`src/rtl/game_master_if.sv`:
```
// Control/event link between game_master and the multi-mode counter.
// INIT is a one-cycle preload strobe qualifying load; CONTROL is level-valid
// whenever the master is busy. WINNER/LOSER are one-cycle pulses, and
// GAMEOVER qualifies WHO. There is no back-pressure in either direction.
interface game_master_if;
   logic       INIT;
   logic [3:0] load;
   logic [1:0] CONTROL;
   logic       WINNER;
   logic       LOSER;
   logic       GAMEOVER;
   logic [1:0] WHO;

   modport master (
      output INIT, load, CONTROL,
      input  WINNER, LOSER, GAMEOVER, WHO
   );

   modport slave (
      input  INIT, load, CONTROL,
      output WINNER, LOSER, GAMEOVER, WHO
   );
endinterface

```
`src/rtl/game_master.sv`:
```
// Game sequencer for the multi-mode counter: seeds it, plays one game with a
// chosen CONTROL strategy, latches the outcome and keeps tallies and totals.
module game_master #(
   parameter int PHASE_LEN  = 8,
   parameter int MAX_CYCLES = 1024
) (
   input  logic              CLK,
   input  logic              RST,
   input  logic              START,
   input  logic [1:0]        MODE_SEL,
   input  logic [3:0]        SEED,
   game_master_if.master     cnt,
   output logic              BUSY,
   output logic              DONE,
   output logic [1:0]        RESULT,
   output logic [3:0]        WIN_TALLY,
   output logic [3:0]        LOSE_TALLY,
   output logic [7:0]        GAMES_WON,
   output logic [7:0]        GAMES_LOST,
   output logic [1:0]        STATE_DBG
);

   typedef enum logic [1:0] {
      S_IDLE   = 2'd0,
      S_LOAD   = 2'd1,
      S_PLAY   = 2'd2,
      S_FINISH = 2'd3
   } state_t;

   localparam logic [15:0] LAST_CYCLE = 16'(MAX_CYCLES - 1);
   localparam logic [7:0]  LAST_PHASE = 8'(PHASE_LEN - 1);

   state_t      state_q, state_d;
   logic [1:0]  mode_q, mode_d;
   logic [3:0]  seed_q, seed_d;
   logic [15:0] cycle_q, cycle_d;
   logic [7:0]  phase_cnt_q, phase_cnt_d;
   logic        phase_q, phase_d;
   logic [1:0]  result_q, result_d;
   logic [3:0]  win_q, win_d;
   logic [3:0]  lose_q, lose_d;
   logic [7:0]  won_q, won_d;
   logic [7:0]  lost_q, lost_d;

   logic        init_c;
   logic        busy_c;
   logic        done_c;
   logic [1:0]  control_c;

   // Alternating strategy starts in phase 0, which drives +2 (CONTROL=1).
   function automatic logic [1:0] mode_ctrl(input logic [1:0] m, input logic ph);
      case (m)
         2'd0:    return 2'd0;
         2'd1:    return 2'd1;
         2'd2:    return ph ? 2'd0 : 2'd1;
         default: return 2'd2;
      endcase
   endfunction

   always_ff @(posedge CLK or posedge RST) begin
      if (RST) begin
         state_q     <= S_IDLE;
         mode_q      <= 2'd0;
         seed_q      <= 4'd0;
         cycle_q     <= 16'd0;
         phase_cnt_q <= 8'd0;
         phase_q     <= 1'b0;
         result_q    <= 2'd0;
         win_q       <= 4'd0;
         lose_q      <= 4'd0;
         won_q       <= 8'd0;
         lost_q      <= 8'd0;
      end else begin
         state_q     <= state_d;
         mode_q      <= mode_d;
         seed_q      <= seed_d;
         cycle_q     <= cycle_d;
         phase_cnt_q <= phase_cnt_d;
         phase_q     <= phase_d;
         result_q    <= result_d;
         win_q       <= win_d;
         lose_q      <= lose_d;
         won_q       <= won_d;
         lost_q      <= lost_d;
      end
   end

   always_comb begin
      state_d     = state_q;
      mode_d      = mode_q;
      seed_d      = seed_q;
      cycle_d     = cycle_q;
      phase_cnt_d = phase_cnt_q;
      phase_d     = phase_q;
      result_d    = result_q;
      win_d       = win_q;
      lose_d      = lose_q;
      won_d       = won_q;
      lost_d      = lost_q;
      init_c      = 1'b0;
      busy_c      = 1'b0;
      done_c      = 1'b0;
      control_c   = 2'd0;

      case (state_q)
         S_IDLE: begin
            if (START) begin
               mode_d  = MODE_SEL;
               seed_d  = SEED;
               win_d   = 4'd0;
               lose_d  = 4'd0;
               state_d = S_LOAD;
            end
         end

         S_LOAD: begin
            init_c      = 1'b1;
            busy_c      = 1'b1;
            control_c   = mode_ctrl(mode_q, 1'b0);
            cycle_d     = 16'd0;
            phase_cnt_d = 8'd0;
            phase_d     = 1'b0;
            state_d     = S_PLAY;
         end

         S_PLAY: begin
            busy_c    = 1'b1;
            control_c = mode_ctrl(mode_q, phase_q);
            cycle_d   = cycle_q + 16'd1;
            if (phase_cnt_q == LAST_PHASE) begin
               phase_cnt_d = 8'd0;
               phase_d     = ~phase_q;
            end else begin
               phase_cnt_d = phase_cnt_q + 8'd1;
            end
            if (cnt.WINNER && (win_q != 4'hF))
               win_d = win_q + 4'd1;
            if (cnt.LOSER && (lose_q != 4'hF))
               lose_d = lose_q + 4'd1;
            // GAMEOVER takes priority over a timeout landing on the same edge.
            if (cnt.GAMEOVER) begin
               result_d = cnt.WHO;
               state_d  = S_FINISH;
            end else if (cycle_q == LAST_CYCLE) begin
               result_d = 2'b11;
               state_d  = S_FINISH;
            end
         end

         S_FINISH: begin
            done_c = 1'b1;
            if ((result_q == 2'b10) && (won_q != 8'hFF))
               won_d = won_q + 8'd1;
            if ((result_q == 2'b01) && (lost_q != 8'hFF))
               lost_d = lost_q + 8'd1;
            state_d = S_IDLE;
         end

         default: state_d = S_IDLE;
      endcase
   end

   assign cnt.INIT    = init_c;
   assign cnt.load    = seed_q;
   assign cnt.CONTROL = control_c;
   assign BUSY        = busy_c;
   assign DONE        = done_c;
   assign RESULT      = result_q;
   assign WIN_TALLY   = win_q;
   assign LOSE_TALLY  = lose_q;
   assign GAMES_WON   = won_q;
   assign GAMES_LOST  = lost_q;
   assign STATE_DBG   = state_q;

endmodule

```
`src/flat_wrapper.sv`:
```
// flat-port wrapper written by rule: the top's interface ports become plain ports
module game_master_flat 
#(
   parameter int PHASE_LEN  = 8,
   parameter int MAX_CYCLES = 1024
)
  (CLK, RST, START, MODE_SEL, SEED, BUSY, DONE, RESULT, WIN_TALLY, LOSE_TALLY, GAMES_WON, GAMES_LOST, STATE_DBG, cnt_INIT, cnt_load, cnt_CONTROL, cnt_WINNER, cnt_LOSER, cnt_GAMEOVER, cnt_WHO);
  game_master_if cnt_i ();
  input  logic CLK;
  input  logic RST;
  input  logic START;
  input  logic [1:0] MODE_SEL;
  input  logic [3:0] SEED;
  output logic BUSY;
  output logic DONE;
  output logic [1:0] RESULT;
  output logic [3:0] WIN_TALLY;
  output logic [3:0] LOSE_TALLY;
  output logic [7:0] GAMES_WON;
  output logic [7:0] GAMES_LOST;
  output logic [1:0] STATE_DBG;
  output wire logic [$bits(cnt_i.INIT)-1:0] cnt_INIT;
  output wire logic [$bits(cnt_i.load)-1:0] cnt_load;
  output wire logic [$bits(cnt_i.CONTROL)-1:0] cnt_CONTROL;
  input wire logic [$bits(cnt_i.WINNER)-1:0] cnt_WINNER;
  input wire logic [$bits(cnt_i.LOSER)-1:0] cnt_LOSER;
  input wire logic [$bits(cnt_i.GAMEOVER)-1:0] cnt_GAMEOVER;
  input wire logic [$bits(cnt_i.WHO)-1:0] cnt_WHO;
  assign cnt_INIT = cnt_i.INIT;
  assign cnt_load = cnt_i.load;
  assign cnt_CONTROL = cnt_i.CONTROL;
  assign cnt_i.WINNER = cnt_WINNER;
  assign cnt_i.LOSER = cnt_LOSER;
  assign cnt_i.GAMEOVER = cnt_GAMEOVER;
  assign cnt_i.WHO = cnt_WHO;
  game_master #(.PHASE_LEN(PHASE_LEN), .MAX_CYCLES(MAX_CYCLES)) u_core (.CLK(CLK), .RST(RST), .START(START), .MODE_SEL(MODE_SEL), .SEED(SEED), .cnt(cnt_i), .BUSY(BUSY), .DONE(DONE), .RESULT(RESULT), .WIN_TALLY(WIN_TALLY), .LOSE_TALLY(LOSE_TALLY), .GAMES_WON(GAMES_WON), .GAMES_LOST(GAMES_LOST), .STATE_DBG(STATE_DBG));
endmodule
```
`config.mk`:
```
export PLATFORM = sky130hd
export DESIGN_NAME = game_master_flat
export DESIGN_NICKNAME = d
export VERILOG_FILES = /design/src/rtl/game_master_if.sv /design/src/rtl/game_master.sv /design/src/flat_wrapper.sv
export SDC_FILE = /design/constraint.sdc
export NUM_CORES = 1
export LEC_CHECK = 0
export BUFFER_PORTS_ARGS = -buffer_cell sky130_fd_sc_hd__buf_2
export CAP_MARGIN = 20
export CORE_UTILIZATION = 40
export CTS_BUF_LIST = sky130_fd_sc_hd__clkbuf_4 sky130_fd_sc_hd__clkbuf_8 sky130_fd_sc_hd__clkbuf_16
export DETAILED_ROUTE_END_ITERATION = 8
export GPL_TIMING_DRIVEN = 0
export PLACE_DENSITY = 0.58
export SETUP_SLACK_MARGIN = 0.02
export SYNTH_ARGS = -nofsm -noshare
export SYNTH_HDL_FRONTEND = slang
export SYNTH_SLANG_ARGS = --single-unit
export TNS_END_PERCENT = 100
```
`constraint.sdc`:
```
create_clock -name CLK -period 2.6 [get_ports CLK]
set_input_delay 0.13 -clock CLK [delete_from_list [all_inputs] [get_ports CLK]]
set_output_delay 0.13 -clock CLK [all_outputs]
set_load 0.02 [all_outputs]
```
### After elaboration in Yosys (flattened, before gate mapping)

Cells that the tools add are included.

| word-level totals | value |
|---|---|
| bits in registers | 59 |
| output and inout port bits | 37 |
| logic and storage cells | 77 |

| operators by class | value |
|---|---|
| $add $sub $neg | 6 |
| equality and inequality tests | 18 |
| mux-type cells | 22 |
| bitwise operators | 1 |
| reduce and logical (&&, ||, !) cells | 19 |

Operators with widths:

| operator | count |
|---|---|
| case mux 16 bit (2 select lines) | 1 |
| adder 8 x 1 -> 8 bit (second input constant) | 3 |
| adder 16 x 1 -> 16 bit (second input constant) | 1 |
| == test 16 x 10 -> 1 bit (second input constant) | 1 |
| != test 8 bit (second input constant) | 2 |
| case mux 4 bit (2 select lines) | 2 |
| case mux 8 bit (2 select lines) | 1 |
| two-way mux 4 bit | 3 |
| AND reduction 2 bit | 6 |
| adder 4 x 1 -> 4 bit (second input constant) | 2 |
| == test 2 bit (second input constant) | 4 |
| == test 8 x 3 -> 1 bit (second input constant) | 1 |
| two-way mux 2 bit | 4 |
| two-way mux 8 bit | 1 |
| != test 4 bit (second input constant) | 2 |
| case mux 2 bit (2 select lines) | 2 |
| case mux 2 bit (4 select lines) | 1 |
| == test 2 x 1 -> 1 bit (second input constant) | 3 |
| != test 2 x 1 -> 1 bit (second input constant) | 3 |
| case mux 2 bit (3 select lines) | 1 |
| AND reduction 3 bit | 2 |
| nonzero test 2 bit | 3 |
| two-way mux 1 bit | 5 |
| logical AND 1 bit | 4 |
| other kinds (6) | 8 |

### Longest topological paths before layout

Gate-level depths: netlist (run 1).

| depth | value |
|---|---|
| depth in word-level cells | 4 |
| gate-level depth with buffers | 7 |

### Worst setup path after synthesis (run 1)

No wires, ideal clock.

| timing | value |
|---|---|
| path type | register to register |
| start | register u_core.state_q[0], in the netlist u_core.STATE_DBG[0] |
| end | register u_core.cycle_q[15] |
| library setup time | 0.079 ns |
| arrival time | 2.218 ns |
| required time | 2.521 ns |
| slack | 0.304 ns |
| stages on the path, launching flop included | 7 |
| cell sequence | dfrtp_1 > inv_1 > ha_1 > inv_1 > or3_4 > or4_1 > a21oi_1 |

| between the ends | value |
|---|---|
| word-level cells in the longest chain between the ends | 2 |
| elaborated cells on any way between the ends | 4 |

Ends and longest elaborated chain:

| element | RTL line | source |
|---|---|---|
| from (decl) | game_master.sv:33 | `state_t state_q, state_d;` |
| from (signal assigned) | game_master.sv:74 | `state_q <= state_d;` |
| == test 2 bit or == test 2 x 1 -> 1 bit (tied branches) | -- |  |
| case mux 16 bit (2 select lines) or nonzero test 2 bit (tied branches) | -- |  |
| to (signal assigned) | game_master.sv:77 | `cycle_q <= cycle_d;` |
| to (decl) | game_master.sv:36 | `logic [15:0] cycle_q, cycle_d;` |

Several ways; a longest one is shown, not always the timed one.
A chain may end at the register's enable or synchronous reset.

### Worst setup path in the final report (run 1)

| timing | value |
|---|---|
| start | register u_core.state_q[0], in the netlist u_core.STATE_DBG[0] |
| end | output port cnt_CONTROL[1] |

| between the ends | value |
|---|---|
| word-level cells in the longest chain between the ends | 2 |
| elaborated cells on any way between the ends | 3 |

Ends and longest elaborated chain:

| element | RTL line | source |
|---|---|---|
| == test 2 bit or == test 2 x 1 -> 1 bit (tied branches) | -- |  |
| case mux 2 bit (2 select lines) * | game_master.sv:105 | `case (state_q)` |
| to (decl) | flat_wrapper.sv:24 | `output wire logic [$bits(cnt_i.CONTROL)-1:0] cnt_CONTROL;` |

Mark *: on every way between the ends. The rest lies on a longest branch, timed or not.

==> impl_metrics.ini, run 1 <==
[outcome]
status = finished clean

[clock_network]
cts_htree_levels = 3
clk_pin_slew_worst_paths_ns = 0.07
cts-buffers-inserted = 9
cts_root_buf = clkbuf_8
insertion_delay_ns = 0.33
cts_setup_buffers = 0
cts_tree = built
cts.path.max_buffers = 2
cts_sinks = 59

[yosys]
synth_async_sr_flop_share = 1.00
synth_area_um2 = 3040
yosysWarnings = 0
yosysMostFrequentCell = dfrtp_1
synthFlopType = dfrtp_1
ys_seq_area_frac = 0.485
avgSynthCellArea_um2 = 10.1
synth_area_leaders = dfrtp_1 (49%), ha_1 (5.3%), xor2_1 (3.7%)
synthTopCellsByCount = dfrtp_1 (59), nand2_1 (25), o21ai_0 (20)
synth_cell_type_count = 46
synth_edf_count = 0
yosys_register_bits = 59
yosys.area.top_type = dfrtp_1
synth_cells = 300
synth_top_area_share = 0.485
syn_nets = 327

[global_route]
gr-total-overflow = 0
antenna_found_initial = 0
grt_pass1_vias = 2336
grt_max_degree = 34
track_usage = 0.183
grt_pass1_wl_um = 11000

[power]
irDropWorstVdd_v = 0.000410
power_per_cell_area_nw_per_um2 = 1030
leakage_uw = 0.00182

[floorplan]
coreArea_um2 = 7290
initial_core_util = 0.417
die_w_um = 89.2
die_h_um = 89.2
rows = 31
pin_count = 51
dieArea_um2 = 7960

[worst_setup_path]
regToRegSetupSlack_ns = 0.28
timing.critical_path.from = u_core.STATE_DBG[0]$_DFFE_PP0P_
cp_slowest_cell = ha_1
worstPathArrival_ns = 2.23
timing.rr.start = u_core.STATE_DBG[0]$_DFFE_PP0P_
end_kind = output pin
worstPathCellList = inv_1, ha_1, clkbuf_2, clkbuf_2, o211a_1, buf_2
cp_max_fo = 10
r2r_end = u_core.cycle_q[15]$_DFFE_PP0P_
worstSetupPathType = reg2out
timing.critical_path.mode_cell = clkbuf_2
critPathTopFamily = buffers and inverters
slowest_delay_ns = 0.46
startpoint_type = flip-flop
crit_buf_inv = 4
reg2reg_depth = 6
critPathRequiredTime_ns = 2.47

[sta]
finalSetupViolations = 0
clock_skew_ns = 0.0122
fin_ws_ns = 0.238
relSlewSlack = 0.532
hold_viol_final = 0
rsz0062_at_grt = false
max_freq_mhz = 423
fin_crit_sh = 0.908
tightest_slew_ns = 0.702
timing.setup.tns_ns = 0
slew_violations = 0
fin_crit_ns = 2.36

[worst_hold_path]
worstHoldStart = MODE_SEL[1]
hold_depth = 2
holdPathEnd = u_core.mode_q[1]$_DFFE_PP0P_
min_path_type = in2reg

[placed_design]
gp_congestion = 0.755
pre_cts_ws_ns = 0.171
placed_area_um2 = 3440
dpl.hpwl_um = 4670
portBuffers = 50

[detailed_routing]
drtAntennaViolNets = 0
wl_per_cell_um = 14.1
totalWireLength_um = 6580
dr.pass1.iters = 4
routed_via_density = 5.35
vias = 2498
drc = 0
drtIter0Drc = 63

[finish]
fill_cells = 718
drive_gt1_frac = 0.242
final_cell_area_um2 = 3700
syn_to_final_growth_pct = 21.5
diodes = 0
finalCoreUtilization = 0.507
design.final.nets = 390

[job]
drv_cap = 0
[worst max path at each step]
stage	end	slack, ns	cells past startpoint
final	cnt_CONTROL[1]	0.24	6
after global routing	cnt_CONTROL[1]	0.06	6
after CTS	cnt_CONTROL[1]	0.04	6
after detailed placement	cnt_CONTROL[0]	0.17	7
after global placement	cnt_CONTROL[0]	0.19	7
after floorplan	u_core.cycle_q[15]$_DFFE_PP0P_	0.30	6
[state kept, by name (all words and copies together) (netlist names), 4 cells and up]
signal and cells:
u_core.cnt.load 4, u_core.cycle_q 16, u_core.WIN_TALLY 4, u_core.LOSE_TALLY 4, u_core.phase_cnt_q 8, u_core.GAMES_LOST 8, u_core.GAMES_WON 8
[where the power goes]
| part | internal, uW | leakage (uW) | switching (uW) |
|---|---|---|---|
| logic | 520 | 0.000897 | 996 |
| registers | 1090 | 0.000793 | 176 |
| clock network | 671 | 0.000127 | 357 |
| total | 2280 | 0.00182 | 1530 |
[layer usage]
layer | vias to the layer above | track usage | part of all wire | routed length [um]
li1 | 1230 | - | - | -
met1 | 1206 | 0.235 | 0.46 | 3050
met2 | 53 | 0.305 | 0.49 | 3210
met3 | 9 | 0.0360 | 0.036 | 237
met4 | 0 | 0.0736 | 0.013 | 83
met5 | - | 0 | 0 | 0
[placed cells by master (no fill, tap or decap), drive strengths merged, types with 5 or more instances in the layout]
| cell type | n |
|---|---|
| nand3 | 14 |
| xor2 | 13 |
| o21ai | 21 |
| nor2 | 19 |
| nand2 | 25 |
| ha | 13 |
| buf | 52 |
| clkbuf | 17 |
| mux2 | 10 |
| nand4 | 12 |
| nor3 | 9 |
| or3 | 6 |
| xnor2 | 9 |
| dfrtp | 59 |
| a21oi | 17 |
| o31ai | 5 |
| inv | 9 |
| and3 | 9 |
[worst reg2reg max path: cells and delay by family (launching register included)]
kind / cells / cell delay [ns]
buffers and inverters: 2 / 0.28
AND/OR/NAND/NOR: 2 / 0.92
flip-flops: 1 / 0.43
AO/OA/AOI/OAI: 1 / 0.15
adder cells (fa/ha/maj): 1 / 0.46
[cell type report]
cell class                 instances  area [um^2]  area share
timing repair buffer              52          280      0.0758
clock buffer                      11          145      0.0393
multi-input combinational        225         1510       0.407
tap                               99          124      0.0335
inverter                           9         33.8     0.00914
buffer                             7         31.3     0.00846
sequential                        59         1480       0.399
clock inverter                     5          100      0.0271
[stage by stage]
step	power [uW]	hold slack, ns	cells
3_3_place_gp	2760	0.365	449
4_1_cts	3860	0.0140	467
3_5_place_dp	2810	0.298	450
2_1_floorplan	2310	0.281	300
5_1_grt	4120	0.0133	467
6_report	3810	0.0282	467
[cell families after synthesis]
| logic type | after synthesis | synth area share |
|---|---|---|
| and+or+nand+nor | 115 | 0.205 |
| AOI/OAI and AO/OA | 63 | 0.130 |
| DFF | 59 | 0.485 |
| xor gates and xnor gates | 22 | 0.0633 |
| buffers and inverters | 16 | 0.0197 |
| adders and majority gates | 13 | 0.0535 |
| muxes | 12 | 0.0436 |
[what timing repair did]
item	in CTS	in global routing
endpoints found under the setup margin	2	2
hold endpoints to repair	32	0
hold buffers	1	0
gates resized for setup	2	4
Note: power is estimated with default switching activity, not from simulation.
==> inputs of run 2 (changes only) <==
Settings changed: ABC_CLOCK_PERIOD_IN_PS set to 2600, CELL_PAD_IN_SITES_DETAIL_PLACEMENT set to 1, CELL_PAD_IN_SITES_GLOBAL_PLACEMENT set to 1, CTS_CLUSTER_DIAMETER set to 100, PLACE_DENSITY 0.58 to 0.72.
==> run 2 against run 1 <==
Core utilization down 0.74 points. Clock power fell by 20%. Critical path depth up 1. Critical path type unchanged. Combinational power is essentially flat. Die area unchanged. Setup slack got worse by 0.016 ns. Flip-flop and latch count is the same.
==> impl_metrics.ini, run 2 (synthesis results as in run 1) <==
[outcome]
status = finished clean

[global_route]
grt_pass1_wl_um = 12400
gr-total-overflow = 0
gr-usage-met3 = 0.0554
grt_pass1_vias = 2590
grt_max_degree = 38
track_usage = 0.206
use_met1 = 0.253
grt_busiest_layer = met2
antenna_found_initial = 0
gr-usage-met2 = 0.358

[sta]
timing.setup.tns_ns = 0
fin_ws_ns = 0.223
finalSetupViolations = 0
clock_skew_ns = 0.00547
fin_crit_sh = 0.914
max_freq_mhz = 421
hold_viol_final = 0
tightest_slew_ns = 0.695
relSlewSlack = 0.531
rsz0062_at_grt = true
slew_violations = 0
fin_crit_ns = 2.38

[clock_network]
cts-buffers-inserted = 9
clk_pin_slew_worst_paths_ns = 0.07
cts_root_buf = clkbuf_8
insertion_delay_ns = 0.33
cts.path.max_buffers = 2
cts_htree_levels = 3
cts_sinks = 59
cts_tree = built

[finish]
instances_no_fill = 466
drive_gt1_frac = 0.240
regMostFlops = u_core.cycle_q
finalCoreUtilization = 0.500
largest_reg_flops = 16
final_cell_area_um2 = 3640
design.final.nets = 390
syn_to_final_growth_pct = 19.7
final_cell_mix = dfrtp_1 (59), buf_2 (51), nand2_1 (25), o21ai_0 (20), nor2_1 (19)
layout_commonest_cell = dfrtp_1
diodes = 0

[worst_setup_path]
cp_max_fo = 10
cp_slowest_cell = dfrtp_1
timing.rr.start = u_core.STATE_DBG[0]$_DFFE_PP0P_
reg2reg_depth = 6
startpoint_type = flip-flop
worstSetupPathType = reg2out
regToRegSetupSlack_ns = 0.32
end_kind = output pin
slowest_delay_ns = 0.44
worstPathCellList = inv_1, ha_1, clkbuf_2, buf_2, o21ai_0, a21oi_1, buf_2
timing.critical_path.mode_cell = buf_2
r2r_end = u_core.cycle_q[15]$_DFFE_PP0P_
critPathRequiredTime_ns = 2.47
critPathTopFamily = buffers and inverters
crit_buf_inv = 4
worstPathArrival_ns = 2.25

[floorplan]
die_w_um = 89.2
dieArea_um2 = 7960
rows = 31
coreArea_um2 = 7290
die_h_um = 89.2
pin_count = 51
initial_core_util = 0.417

[detailed_routing]
dr.pass1.iters = 4
drc = 0
drtIter0Drc = 117
wl_per_cell_um = 16.1
routed_via_density = 5.48
vias = 2554
drtAntennaViolNets = 0
totalWireLength_um = 7490

[placed_design]
placed_area_um2 = 3440
dpl.hpwl_um = 5420
dp_cells = 450
portBuffers = 50
pre_cts_ws_ns = 0.134
gp_congestion = 0.769

[worst_hold_path]
holdPathEnd = u_core.cnt.load[3]$_DFFE_PP0P_
worstHoldStart = SEED[3]
hold_depth = 2
min_path_type = in2reg

[power]
power_per_cell_area_nw_per_um2 = 1000
irDropWorstVdd_v = 0.000357
leakage_uw = 0.00179

[job]
drv_cap = 0
==> run 2: cell count changes in the layout (fill, tap and decap cells not counted), sizes merged <==
cell / delta
clkbuf: -1
bufinv: -2
clkinv: +2
==> run 2: what timing repair did <==
action,CTS,global route
endpoints found under the setup margin,2,2
cloned,0,0
hold buffers,1,0
endpoints found under the hold margin,22,0
resized for setup,2,4
buffers inserted,0,0
==> run 2: worst reg2reg max path: stages, from the launching register on <==
cell and delay, ns:
dfrtp_1 0.43, inv_1 0.12, ha_1 0.43, inv_1 0.15, or3_4 0.44, or4_1 0.49, a21oi_1 0.15
==> run 2: area by class of cell <==
type	instances	area, um^2
Tap cell	99	124
Clock inverter	5	53.8
Sequential cell	59	1480
Inverter	9	33.8
Clock buffer	10	138
Fill cell	871	3650
Multi-Input combinational cell	225	1510
Timing Repair Buffer	52	280
Buffer	7	31.3
==> run 2: power breakdown <==
| group | leakage, uW | switching (uW) | internal (uW) |
|---|---|---|---|
| clock | 0.000102 | 362 | 460 |
| combinational | 0.000897 | 1030 | 523 |
| sequential | 0.000793 | 183 | 1090 |
| total | 0.00179 | 1570 | 2080 |
==> run 2: how the worst max path moves through the flow <==
stage	startpoint	to	slack, ns	depth (start not counted)
floorplan	u_core.STATE_DBG[0]$_DFFE_PP0P_	u_core.cycle_q[15]$_DFFE_PP0P_	0.30	6
global placement	u_core.STATE_DBG[0]$_DFFE_PP0P_	cnt_CONTROL[0]	0.11	7
finish	u_core.STATE_DBG[0]$_DFFE_PP0P_	cnt_CONTROL[0]	0.22	7
CTS	u_core.STATE_DBG[0]$_DFFE_PP0P_	cnt_CONTROL[0]	0.002	7
global route	u_core.STATE_DBG[0]$_DFFE_PP0P_	cnt_CONTROL[0]	0.01	7
detailed placement	u_core.STATE_DBG[0]$_DFFE_PP0P_	cnt_CONTROL[0]	0.13	7
==> run 2: per-stage QoR <==
stage                     power [uW]  hold WS [ns]
after CTS                       3690       0.00807
after detailed placement        2840         0.195
after floorplan                 2310         0.281
after global placement          2780         0.364
after global routing            3940        0.0160
final                           3650        0.0244
==> run 2: metal layers <==
metal,part of all wire,vias to the layer above
met2,0.50,43
met5,0,-
met3,0.035,6
li1,-,1230
met1,0.45,1275
met4,0.0084,0
